## src/rtl/button_conditioner_if.sv

```systemverilog
// Button-side signal bundle for button_conditioner.
// The bench drives BUTTON through master; the conditioner uses slave.
interface button_conditioner_if;
  logic BUTTON;
  logic BTN_LEVEL;
  logic BTN_PRESS;
  logic BTN_RELEASE;
  logic CPU_RESET;

  modport master (
    output BUTTON,
    input  BTN_LEVEL,
    input  BTN_PRESS,
    input  BTN_RELEASE,
    input  CPU_RESET
  );

  modport slave (
    input  BUTTON,
    output BTN_LEVEL,
    output BTN_PRESS,
    output BTN_RELEASE,
    output CPU_RESET
  );
endinterface

```

## src/rtl/button_conditioner.sv

```systemverilog
// Synchronises and debounces a raw push-button, emits press/release pulses
// and a stretched, register-derived CPU reset.
module button_conditioner #(
  parameter int DEBOUNCE_CYCLES = 500_000,
  parameter int STRETCH_CYCLES  = 16
) (
  input  logic                  CLK,
  input  logic                  RESET,
  button_conditioner_if.slave   btn
);

  localparam int CW = $clog2(DEBOUNCE_CYCLES) + 1;
  localparam int SW = $clog2(STRETCH_CYCLES) + 1;
  localparam logic [CW-1:0] CNT_LAST   = CW'(DEBOUNCE_CYCLES - 1);
  localparam logic [SW-1:0] SCNT_START = SW'(STRETCH_CYCLES);

  typedef enum logic [1:0] {
    RELEASED,
    PRESS_WAIT,
    PRESSED,
    RELEASE_WAIT
  } state_t;

  logic          sync1;
  logic          btn_s;
  state_t        state;
  logic [CW-1:0] cnt;
  logic [SW-1:0] scnt;
  logic          press;
  logic          release_q;
  logic          level;

  // BUTTON goes straight into the first flop with nothing in front of it.
  always_ff @(posedge CLK) begin
    if (RESET) begin
      sync1 <= 1'b0;
      btn_s <= 1'b0;
    end else begin
      sync1 <= btn.BUTTON;
      btn_s <= sync1;
    end
  end

  always_ff @(posedge CLK) begin
    if (RESET) begin
      state     <= RELEASED;
      cnt       <= '0;
      press     <= 1'b0;
      release_q <= 1'b0;
    end else begin
      press     <= 1'b0;
      release_q <= 1'b0;
      unique case (state)
        RELEASED: begin
          if (btn_s) begin
            state <= PRESS_WAIT;
            cnt   <= '0;
          end
        end
        PRESS_WAIT: begin
          if (!btn_s) begin
            state <= RELEASED;
          end else if (cnt == CNT_LAST) begin
            state <= PRESSED;
            press <= 1'b1;
          end else begin
            cnt <= cnt + CW'(1);
          end
        end
        PRESSED: begin
          if (!btn_s) begin
            state <= RELEASE_WAIT;
            cnt   <= '0;
          end
        end
        RELEASE_WAIT: begin
          if (btn_s) begin
            state <= PRESSED;
          end else if (cnt == CNT_LAST) begin
            state     <= RELEASED;
            release_q <= 1'b1;
          end else begin
            cnt <= cnt + CW'(1);
          end
        end
        default: begin
          state <= RELEASED;
          cnt   <= '0;
        end
      endcase
    end
  end

  assign level = (state == PRESSED) || (state == RELEASE_WAIT);

  // Reloaded while the button is held, so a re-press during the stretch leaves no gap.
  always_ff @(posedge CLK) begin
    if (RESET) begin
      scnt <= SCNT_START;
    end else if (level) begin
      scnt <= SCNT_START;
    end else if (scnt != '0) begin
      scnt <= scnt - SW'(1);
    end
  end

  assign btn.BTN_LEVEL   = level;
  assign btn.BTN_PRESS   = press;
  assign btn.BTN_RELEASE = release_q;
  assign btn.CPU_RESET   = level | (scnt != '0);

endmodule

```

## src/flat_wrapper.sv

```systemverilog
// flat-port wrapper written by rule: the top's interface ports become plain ports
module button_conditioner_flat 
#(
  parameter int DEBOUNCE_CYCLES = 500_000,
  parameter int STRETCH_CYCLES  = 16
)
  (CLK, RESET, btn_BUTTON, btn_BTN_LEVEL, btn_BTN_PRESS, btn_BTN_RELEASE, btn_CPU_RESET);
  button_conditioner_if btn_i ();
  input  logic CLK;
  input  logic RESET;
  input wire logic [$bits(btn_i.BUTTON)-1:0] btn_BUTTON;
  output wire logic [$bits(btn_i.BTN_LEVEL)-1:0] btn_BTN_LEVEL;
  output wire logic [$bits(btn_i.BTN_PRESS)-1:0] btn_BTN_PRESS;
  output wire logic [$bits(btn_i.BTN_RELEASE)-1:0] btn_BTN_RELEASE;
  output wire logic [$bits(btn_i.CPU_RESET)-1:0] btn_CPU_RESET;
  assign btn_i.BUTTON = btn_BUTTON;
  assign btn_BTN_LEVEL = btn_i.BTN_LEVEL;
  assign btn_BTN_PRESS = btn_i.BTN_PRESS;
  assign btn_BTN_RELEASE = btn_i.BTN_RELEASE;
  assign btn_CPU_RESET = btn_i.CPU_RESET;
  button_conditioner #(.DEBOUNCE_CYCLES(DEBOUNCE_CYCLES), .STRETCH_CYCLES(STRETCH_CYCLES)) u_core (.CLK(CLK), .RESET(RESET), .btn(btn_i));
endmodule
```

## config.mk

```make
export PLATFORM = sky130hd
export DESIGN_NAME = button_conditioner_flat
export DESIGN_NICKNAME = d
export VERILOG_FILES = /design/src/rtl/button_conditioner_if.sv /design/src/rtl/button_conditioner.sv /design/src/flat_wrapper.sv
export SDC_FILE = /design/constraint.sdc
export NUM_CORES = 1
export LEC_CHECK = 0
export CAP_MARGIN = 0
export CORE_ASPECT_RATIO = 0.7
export CORE_MARGIN = 4
export CORE_UTILIZATION = 59
export DETAILED_ROUTE_END_ITERATION = 6
export GPL_ROUTABILITY_DRIVEN = 0
export PLACE_DENSITY_LB_ADDON = 0.08
export SLEW_MARGIN = 20
export SYNTH_ARGS = -nofsm -noshare
export SYNTH_HDL_FRONTEND = slang
export SYNTH_SLANG_ARGS = --single-unit
```

## constraint.sdc

```tcl
create_clock -name CLK -period 2.7 [get_ports CLK]
set_input_delay 0.54 -clock CLK [delete_from_list [all_inputs] [get_ports CLK]]
set_output_delay 0.54 -clock CLK [all_outputs]
set_load 0.02 [all_outputs]
```

Yosys cells after proc, flatten, opt, wreduce, memory -nomap -nowiden
Index checks and enable logic that the tools add are counted.
Storage, ports and cells
  word-level logic and storage cells: 45
  output and inout port bits: 4
  flip-flop bits (word level): 31
  input bits: 3
Cells by class
  reductions and logical operators: 8
  muxes and demuxes: 14
  add/sub/neg operators: 2
  eq/ne operators: 10
  bitwise operators: 4
Operators with widths (count)
  two-way mux 20 bit: 5
  case mux 20 bit (4 select lines): 1
  adder 20 x 1 -> 20 bit, second input constant: 1
  equality test 20 x 19 -> 1 bit, second input constant: 1
  two-way mux 2 bit: 6
  case mux 2 bit (4 select lines): 1
  AND reduction 4 bit: 2
  OR reduction 3 bit: 2
  nonzero test 5 bit: 1
  subtractor 5 x 1 -> 5 bit, second input constant: 1
  equality test 2 bit, second input constant: 2
  != test 2 x 1 -> 1 bit, second input constant: 2
  != test 2 bit, second input constant: 2
  != test 3 x 1 -> 1 bit, second input constant: 1
  != test 3 bit, second input constant: 1
  inverter 1 bit: 3
  equality test 2 x 1 -> 1 bit, second input constant: 1
  zero test 2 bit: 1
  OR reduction 2 bit: 1
  logical OR 1 bit: 1
  two-way mux 1 bit: 1
  bitwise OR 1 bit: 1

Depth between registers and ports, before layout
Gate-level depths: netlist (run 1).
  depth in word-level cells: 4
  gate-level depth with buffers: 8
  mapped depth without buffers: 6

Least setup slack after synthesis (run 1)
Ideal clock, no wire load.
  kind: flip-flop to flip-flop
  from: register u_core.cnt[0]
  to: register u_core.cnt[4]
  arrival: 1755 ps
  setup time: 115 ps
  slack: 830 ps
  stages on the path, launching flop included: 8
  path buffers: 1
  clock period less this slack: 1870 ps
  path through: dfxtp_1 > ha_1 > and4bb_1 > and3_4 > a31o_4 > buf_6 > o31a_2 > o21a_1
On the way
  cells in the longest elaborated chain, start to end: 4
RTL lines
  start: declaration: RTL line button_conditioner.sv:27  | logic [CW-1:0] cnt;
  start signal: assignment: RTL line button_conditioner.sv:67  | cnt <= cnt + CW'(1);
  start signal: assignment: RTL line button_conditioner.sv:83  | cnt <= cnt + CW'(1);
  adder 20 x 1 -> 20 bit or equality test 20 x 19 -> 1 bit (tied branches)
  two-way mux 20 bit *: RTL line button_conditioner.sv:63, button_conditioner.sv:79
  two-way mux 20 bit (on tied branches): RTL line button_conditioner.sv:77, button_conditioner.sv:61
  case mux 20 bit (4 select lines) *: RTL line button_conditioner.sv:53  | unique case (state)
Every way passes the cells marked *; elsewhere a longest branch is shown, timed or not. The select of a mux whose other input is x is not followed.
A chain may end at the register's enable or synchronous reset.

Worst setup path after layout (run 1)
  from: register u_core.scnt[0]
  to: output port btn_CPU_RESET
On the way
  cells in the longest elaborated chain, start to end: 2
RTL lines
  start: declaration: RTL line button_conditioner.sv:28  | logic [SW-1:0] scnt;
  start signal: assignment: RTL line button_conditioner.sv:103  | scnt <= scnt - SW'(1);
  nonzero test 5 bit: RTL line button_conditioner.sv:110  | assign btn.CPU_RESET = level | (scnt != '0);
  bitwise OR 1 bit: RTL line button_conditioner.sv:110
  end: declaration: RTL line flat_wrapper.sv:15  | output wire logic [$bits(btn_i.CPU_RESET)-1:0] btn_CPU_RESET;
No other way between the ends.

==> impl_metrics.py, run 1 <==
metrics = {
    "placement": {
        "post-dp-hpwl_um": 2600,
        "portBuffers": 6,
    },
    "clocking": {
        "htreeDepth": 2,
        "cts_sinks": 31,
        "cts_setup_buffers": 0,
        "clk_pin_slew_worst_paths_ns": 0.06,
        "insertion_delay_ns": 0.28,
        "numCtsBuffers": 5,
        "cts_buffer_depth": 2,
        "cts_tree": "done",
        "clock-root-buffer": "clkbuf_8",
    },
    "power": {
        "leakagePower_uw": 0.000622,
        "powerDensity_mw_per_mm2": 628,
        "irDropWorstVdd_v": 0.000396,
    },
    "route": {
        "wl_um": 3560,
        "routedWlPerCell_um": 15.8,
        "drtIter0Drc": 87,
        "avgViaCountPerCell": 6.11,
        "postRouteAntennaNets": 0,
        "vias": 1375,
        "drc": 0,
        "first_pass_iters": 4,
    },
    "yosys": {
        "syn-cell-area_mm2": 0.00158,
        "avgSynthCellArea_um2": 8.66,
        "yosysTopAreaCellShare": 0.392,
        "syn_nets": 189,
        "synth_edf_count": 0,
        "yosys_warnings": 0,
        "synthTopCellsByCount": "31 x dfxtp_1, 16 x nor2_1, 12 x nand3_1",
        "yosysSeqAreaShare": 0.392,
        "yosys-top-cells-area": "dfxtp_1 39%, nand3_1 3.8%, nor2_1 3.8%",
        "synth_flop_cell": "dfxtp_1",
        "ys_types": 44,
        "synth_most_common_cell": "dfxtp_1",
        "synth.ff_latch_count": 31,
        "ys_async_sr_fraction": 0,
        "synth_largest_area_cell": "dfxtp_1",
        "synthesis.instances": 183,
    },
    "finish": {
        "areaGrowthSynthToFinish_pct": 11.1,
        "drive_gt1_frac": 0.110,
        "n_antenna_cell": 0,
        "finalCoreUtilization": 0.700,
        "nFillCells": 201,
        "fin_nets": 196,
    },
    "grt": {
        "globalRouteMet2Util": 0.340,
        "grt.busiest_layer": "met2",
        "grt_pass1_wl_um": 5900,
        "grt_pass1_vias": 1274,
        "use_met3": 0.0766,
        "grt_max_degree": 28,
        "globalRouteOverflowTotal": 0,
        "track_usage": 0.217,
        "grt_use_met1": 0.272,
        "antenna_found_initial": 0,
    },
    "die": {
        "std_cell_rows": 15,
        "core_mm2": 0.00251,
        "start_util": 0.630,
        "dieArea_mm2": 0.00359,
        "die_h_um": 51.4,
        "die_w_um": 69.9,
        "ios": 7,
    },
    "critical_path": {
        "reg2reg_to": "u_core.cnt[5]",
        "crit_required_ns": 2.16,
        "path_cells": "inv_1 -> ha_1 -> nor4b_2 -> nand2b_1 -> clkdlybuf4s50_1",
        "slowest_delay_ns": 0.54,
        "cpMaxStageDelayCell": "clkdlybuf4s50_1",
        "crit_path_start": "u_core.scnt[0]",
        "rrSetupSlack_ns": 0.59,
        "r2r-start": "u_core.cnt[0]",
        "critPathBufInv": 2,
        "critical_path_class": "flip-flop to primary output",
        "crit_family": "buffers and inverters",
        "crit_fanout": 3,
        "critPathLaunchType": "flip-flop",
        "reg2reg_depth": 6,
        "crit_arrival_ns": 1.85,
        "endpoint_kind": "primary output",
    },
    "hold_path": {
        "hp-start": "u_core.sync1",
        "hold_class": "flip-flop to flip-flop",
        "holdPathEnd": "u_core.btn_s",
        "holdPathStages": 1,
    },
    "job": {
        "maxCapViolations": 0,
    },
    "timing": {
        "hold_viol": 0,
        "rsz0062_at_grt": "false",
        "setup_viol": 0,
        "fin_skew_ns": 0.00669,
        "min_period_over_period": 0.883,
        "maxSlewViolCount": 0,
        "setup_tns_ns": 0,
        "worst_pin_slew_ns": 0.495,
        "slew_headroom": 0.667,
        "fmax_mhz": 419,
        "period_needed_ns": 2.39,
    },
    "outcome": {
        "status": "completed",
    },
}
[how the worst max path moves through the flow]
stage	slack [ns]	end	cells past startpoint
6_report	0.31	btn_CPU_RESET	5
3_3_place_gp	0.53	btn_CPU_RESET	5
4_1_cts	0.12	btn_CPU_RESET	5
3_5_place_dp	0.45	btn_CPU_RESET	5
5_1_grt	0.20	btn_CPU_RESET	5
2_1_floorplan	0.83	u_core.cnt[4]	7
[area by class of cell]
class	instances	area, µm²	share of cell area
multi-input cells	137	896	0.509
inverters	7	26.3	0.0149
repair buffers	8	75.1	0.0426
clock buffers	8	100	0.0569
well taps	34	42.5	0.0242
flip-flops and latches	31	621	0.353
[registers in the layout, summed over array words and instances (netlist names), named ones only]
signal                  count
u_core.cnt                 20
u_core.state                1
u_core.sync1                1
u_core.btn.BTN_RELEASE      1
u_core.btn_s                1
u_core.btn.BTN_PRESS        1
u_core.scnt                 5
[logic make-up after synthesis]
kind of cell	after synthesis	synth area share
xor+xnor	8	0.0442
fa+ha+maj	3	0.0237
buf+inv	15	0.0466
flops	31	0.392
compound gates	38	0.163
simple gates	85	0.311
mux	3	0.0197
[report_power, final]
part / internal [µW] / switching, µW
registers: 492 / 34.8
clock network: 232 / 164
logic: 83.9 / 98.8
total: 808 / 298
[per-stage QoR]
step | setup slack [ns] | instances | hold slack [ns] | area, µm² | total power (µW)
2_1_floorplan | 0.830 | 183 | 0.414 | 1580 | 657
3_3_place_gp | 0.528 | 217 | 0.422 | 1650 | 687
3_5_place_dp | 0.445 | 217 | 0.438 | 1650 | 706
4_1_cts | 0.124 | 225 | 0.452 | 1750 | 1110
5_1_grt | 0.197 | 225 | 0.469 | 1760 | 1160
6_report | 0.315 | 225 | 0.442 | 1760 | 1110
[layout by cell type, fill, tap and decap left out, drive strengths merged, types with 5 or more instances in the layout]
master and n:
nand4 5, o21ai 9, or4 7, nand2 10
clkbuf 8, dfxtp 31, nor3 5, xnor2 5
and3 9, inv 7, a21oi 10, clkdlybuf4s50 6
or3 5, nand3 12, o31ai 5, nor2 16
[worst register-to-register path, delay by kind of cell, from the launching register on]
| kind | cells | cell delay (ns) |
|---|---|---|
| flops | 1 | 0.37 |
| fa+ha+maj | 1 | 0.29 |
| simple gates | 3 | 0.91 |
| compound gates | 2 | 0.49 |
[layer usage]
layer,share of wire,vias to the layer above
met5,0,-
met4,0.0056,0
met3,0.050,4
met2,0.45,32
met1,0.49,650
li1,-,689
[what timing repair did]
item | 4_1_cts | 5_1_grt
gates resized for setup | 0 | 1
endpoints found under the setup margin | 0 | 1
hold buffers | 0 | 0
Power figures use the tool's default switching activity.
==> run 2: changes to the inputs <==
- REMOVE_ABC_BUFFERS: not set -> 1
==> run 2 against run 1 <==
Compared with the run above:
- wire length shrank 4.7%
- setup slack lost 0.050 ns
- sequential share of layout area is the same
- die area stayed put
- final cell count unchanged
- via count up 1.4%
- core utilization unchanged
- combinational power is 5% lower
- first-iteration DRC count rose by 37%
- non-clock buffer count is the same
- sequential power hardly changed
- critical endpoint unchanged
- largest cell class unchanged
- largest power group unchanged
==> impl_metrics.py, run 2 (synthesis results as in run 1) <==
metrics = {
    "timing": {
        "hold_viol": 0,
        "fin_skew_ns": 0.00636,
        "period_needed_ns": 2.43,
        "maxSlewViolCount": 0,
        "fmax_mhz": 411,
        "rsz0062_at_grt": "false",
        "setup_viol": 0,
        "setup_tns_ns": 0,
        "worst_pin_slew_ns": 0.551,
        "slew_headroom": 0.629,
        "min_period_over_period": 0.902,
    },
    "route": {
        "postRouteAntennaNets": 0,
        "wl_um": 3390,
        "vias": 1394,
        "drtIter0Drc": 119,
        "avgViaCountPerCell": 6.20,
        "first_pass_iters": 5,
        "routedWlPerCell_um": 15.1,
        "drc": 0,
    },
    "critical_path": {
        "path_cells": "inv_1 -> ha_1 -> nor4b_2 -> nand2b_1 -> clkdlybuf4s50_1",
        "critPathLaunchType": "flip-flop",
        "critical_path_class": "flip-flop to primary output",
        "crit_required_ns": 2.16,
        "slowest_delay_ns": 0.55,
        "crit_arrival_ns": 1.89,
        "crit_fanout": 3,
        "cpMaxStageDelayCell": "clkdlybuf4s50_1",
        "endpoint_kind": "primary output",
    },
    "grt": {
        "grt_pass1_wl_um": 5780,
        "track_usage": 0.211,
        "grt_pass1_vias": 1247,
        "globalRouteOverflowTotal": 0,
        "antenna_found_initial": 0,
        "grt_max_degree": 28,
    },
    "die": {
        "dieArea_mm2": 0.00359,
        "std_cell_rows": 15,
        "die_w_um": 69.9,
        "start_util": 0.630,
        "core_mm2": 0.00251,
        "die_h_um": 51.4,
        "ios": 7,
    },
    "finish": {
        "largest-register": "u_core.cnt",
        "drive_gt1_frac": 0.110,
        "finalCoreUtilization": 0.700,
        "layout_commonest_cell": "dfxtp_1",
        "n_antenna_cell": 0,
        "largestRegisters": "u_core.cnt x20, u_core.scnt x5",
        "largest_register_ffs": 20,
        "nFillCells": 212,
        "areaGrowthSynthToFinish_pct": 11.1,
        "fin_nets": 196,
        "final_cell_mix": "31 x dfxtp_1, 16 x nor2_1, 12 x nand3_1, 10 x a21oi_1, 10 x nand2_1",
    },
    "clocking": {
        "cts_hold_buf": 0,
        "clock-root-buffer": "clkbuf_8",
        "htreeDepth": 2,
        "numCtsBuffers": 5,
        "insertion_delay_ns": 0.29,
        "cts_buffer_depth": 2,
        "cts_sinks": 31,
        "cts_tree": "done",
        "clk_pin_slew_worst_paths_ns": 0.06,
    },
    "power": {
        "total_power_uw": 1100,
        "irDropWorstVdd_v": 0.000393,
        "powerDensity_mw_per_mm2": 625,
        "leakagePower_uw": 0.000622,
    },
    "hold_path": {
        "hold_class": "flip-flop to flip-flop",
    },
    "placement": {
        "post-dp-hpwl_um": 2430,
        "portBuffers": 6,
    },
    "job": {
        "maxCapViolations": 0,
    },
    "outcome": {
        "status": "completed",
    },
}
-- run 2: cell counts in the layout (fill, tap and decap cells not counted) --
Identical to the previous run, type by type.
-- run 2: worst paths after layout --
kind | start | to | slack (ns) | cells after the start
max | u_core.scnt[0] | btn_CPU_RESET | 0.27 | 5
min | u_core.sync1 | u_core.btn_s | 0.46 | 1
max reg2reg | u_core.cnt[0] | u_core.cnt[11] | 0.62 | 6
min reg2reg | u_core.sync1 | u_core.btn_s | 0.46 | 1
-- run 2: per-layer routing --
| metal | vias to the layer above | GRT usage | part of all wire |
|---|---|---|---|
| li1 | 693 | - | - |
| met1 | 655 | 0.277 | 0.48 |
| met2 | 44 | 0.304 | 0.44 |
| met3 | 2 | 0.0825 | 0.070 |
| met4 | 0 | 0.0987 | 0.0086 |
| met5 | - | 0 | 0 |
-- run 2: repair_timing --
action / 4_1_cts / 5_1_grt
endpoints found under the setup margin: 0 / 1
resized for setup: 0 / 1
setup buffers: 0 / 0
-- run 2: stage by stage --
| step | cell area [µm²] | std cells | worst slack (ns) | hold WS [ns] |
|---|---|---|---|---|
| 6_report | 1760 | 225 | 0.265 | 0.455 |
| 5_1_grt | 1760 | 225 | 0.172 | 0.491 |
| 4_1_cts | 1750 | 225 | 0.0490 | 0.457 |
| 3_5_place_dp | 1650 | 217 | 0.376 | 0.444 |
| 3_3_place_gp | 1650 | 217 | 0.499 | 0.417 |
| 2_1_floorplan | 1540 | 175 | 0.792 | 0.414 |
-- run 2: final cells by class --
type	instances	area, µm²	area share
tap	34	42.5	0.0242
sequential	31	621	0.353
multi-input combinational	137	896	0.509
clock buffer	8	100	0.0569
timing repair buffer	8	75.1	0.0426
inverter	7	26.3	0.0149
-- run 2: worst max-delay path: cells and delay by family, from the launching register on --
kind	cells	cell delay, ns
fa+ha+maj	1	0.18
buf+inv	2	0.66
simple gates	2	0.46
flops	1	0.31
-- run 2: power breakdown --
group / switching, µW / internal, µW
Combinational: 91.7 / 82.6
Sequential: 33.6 / 492
Clock: 167 / 232
Total: 293 / 807
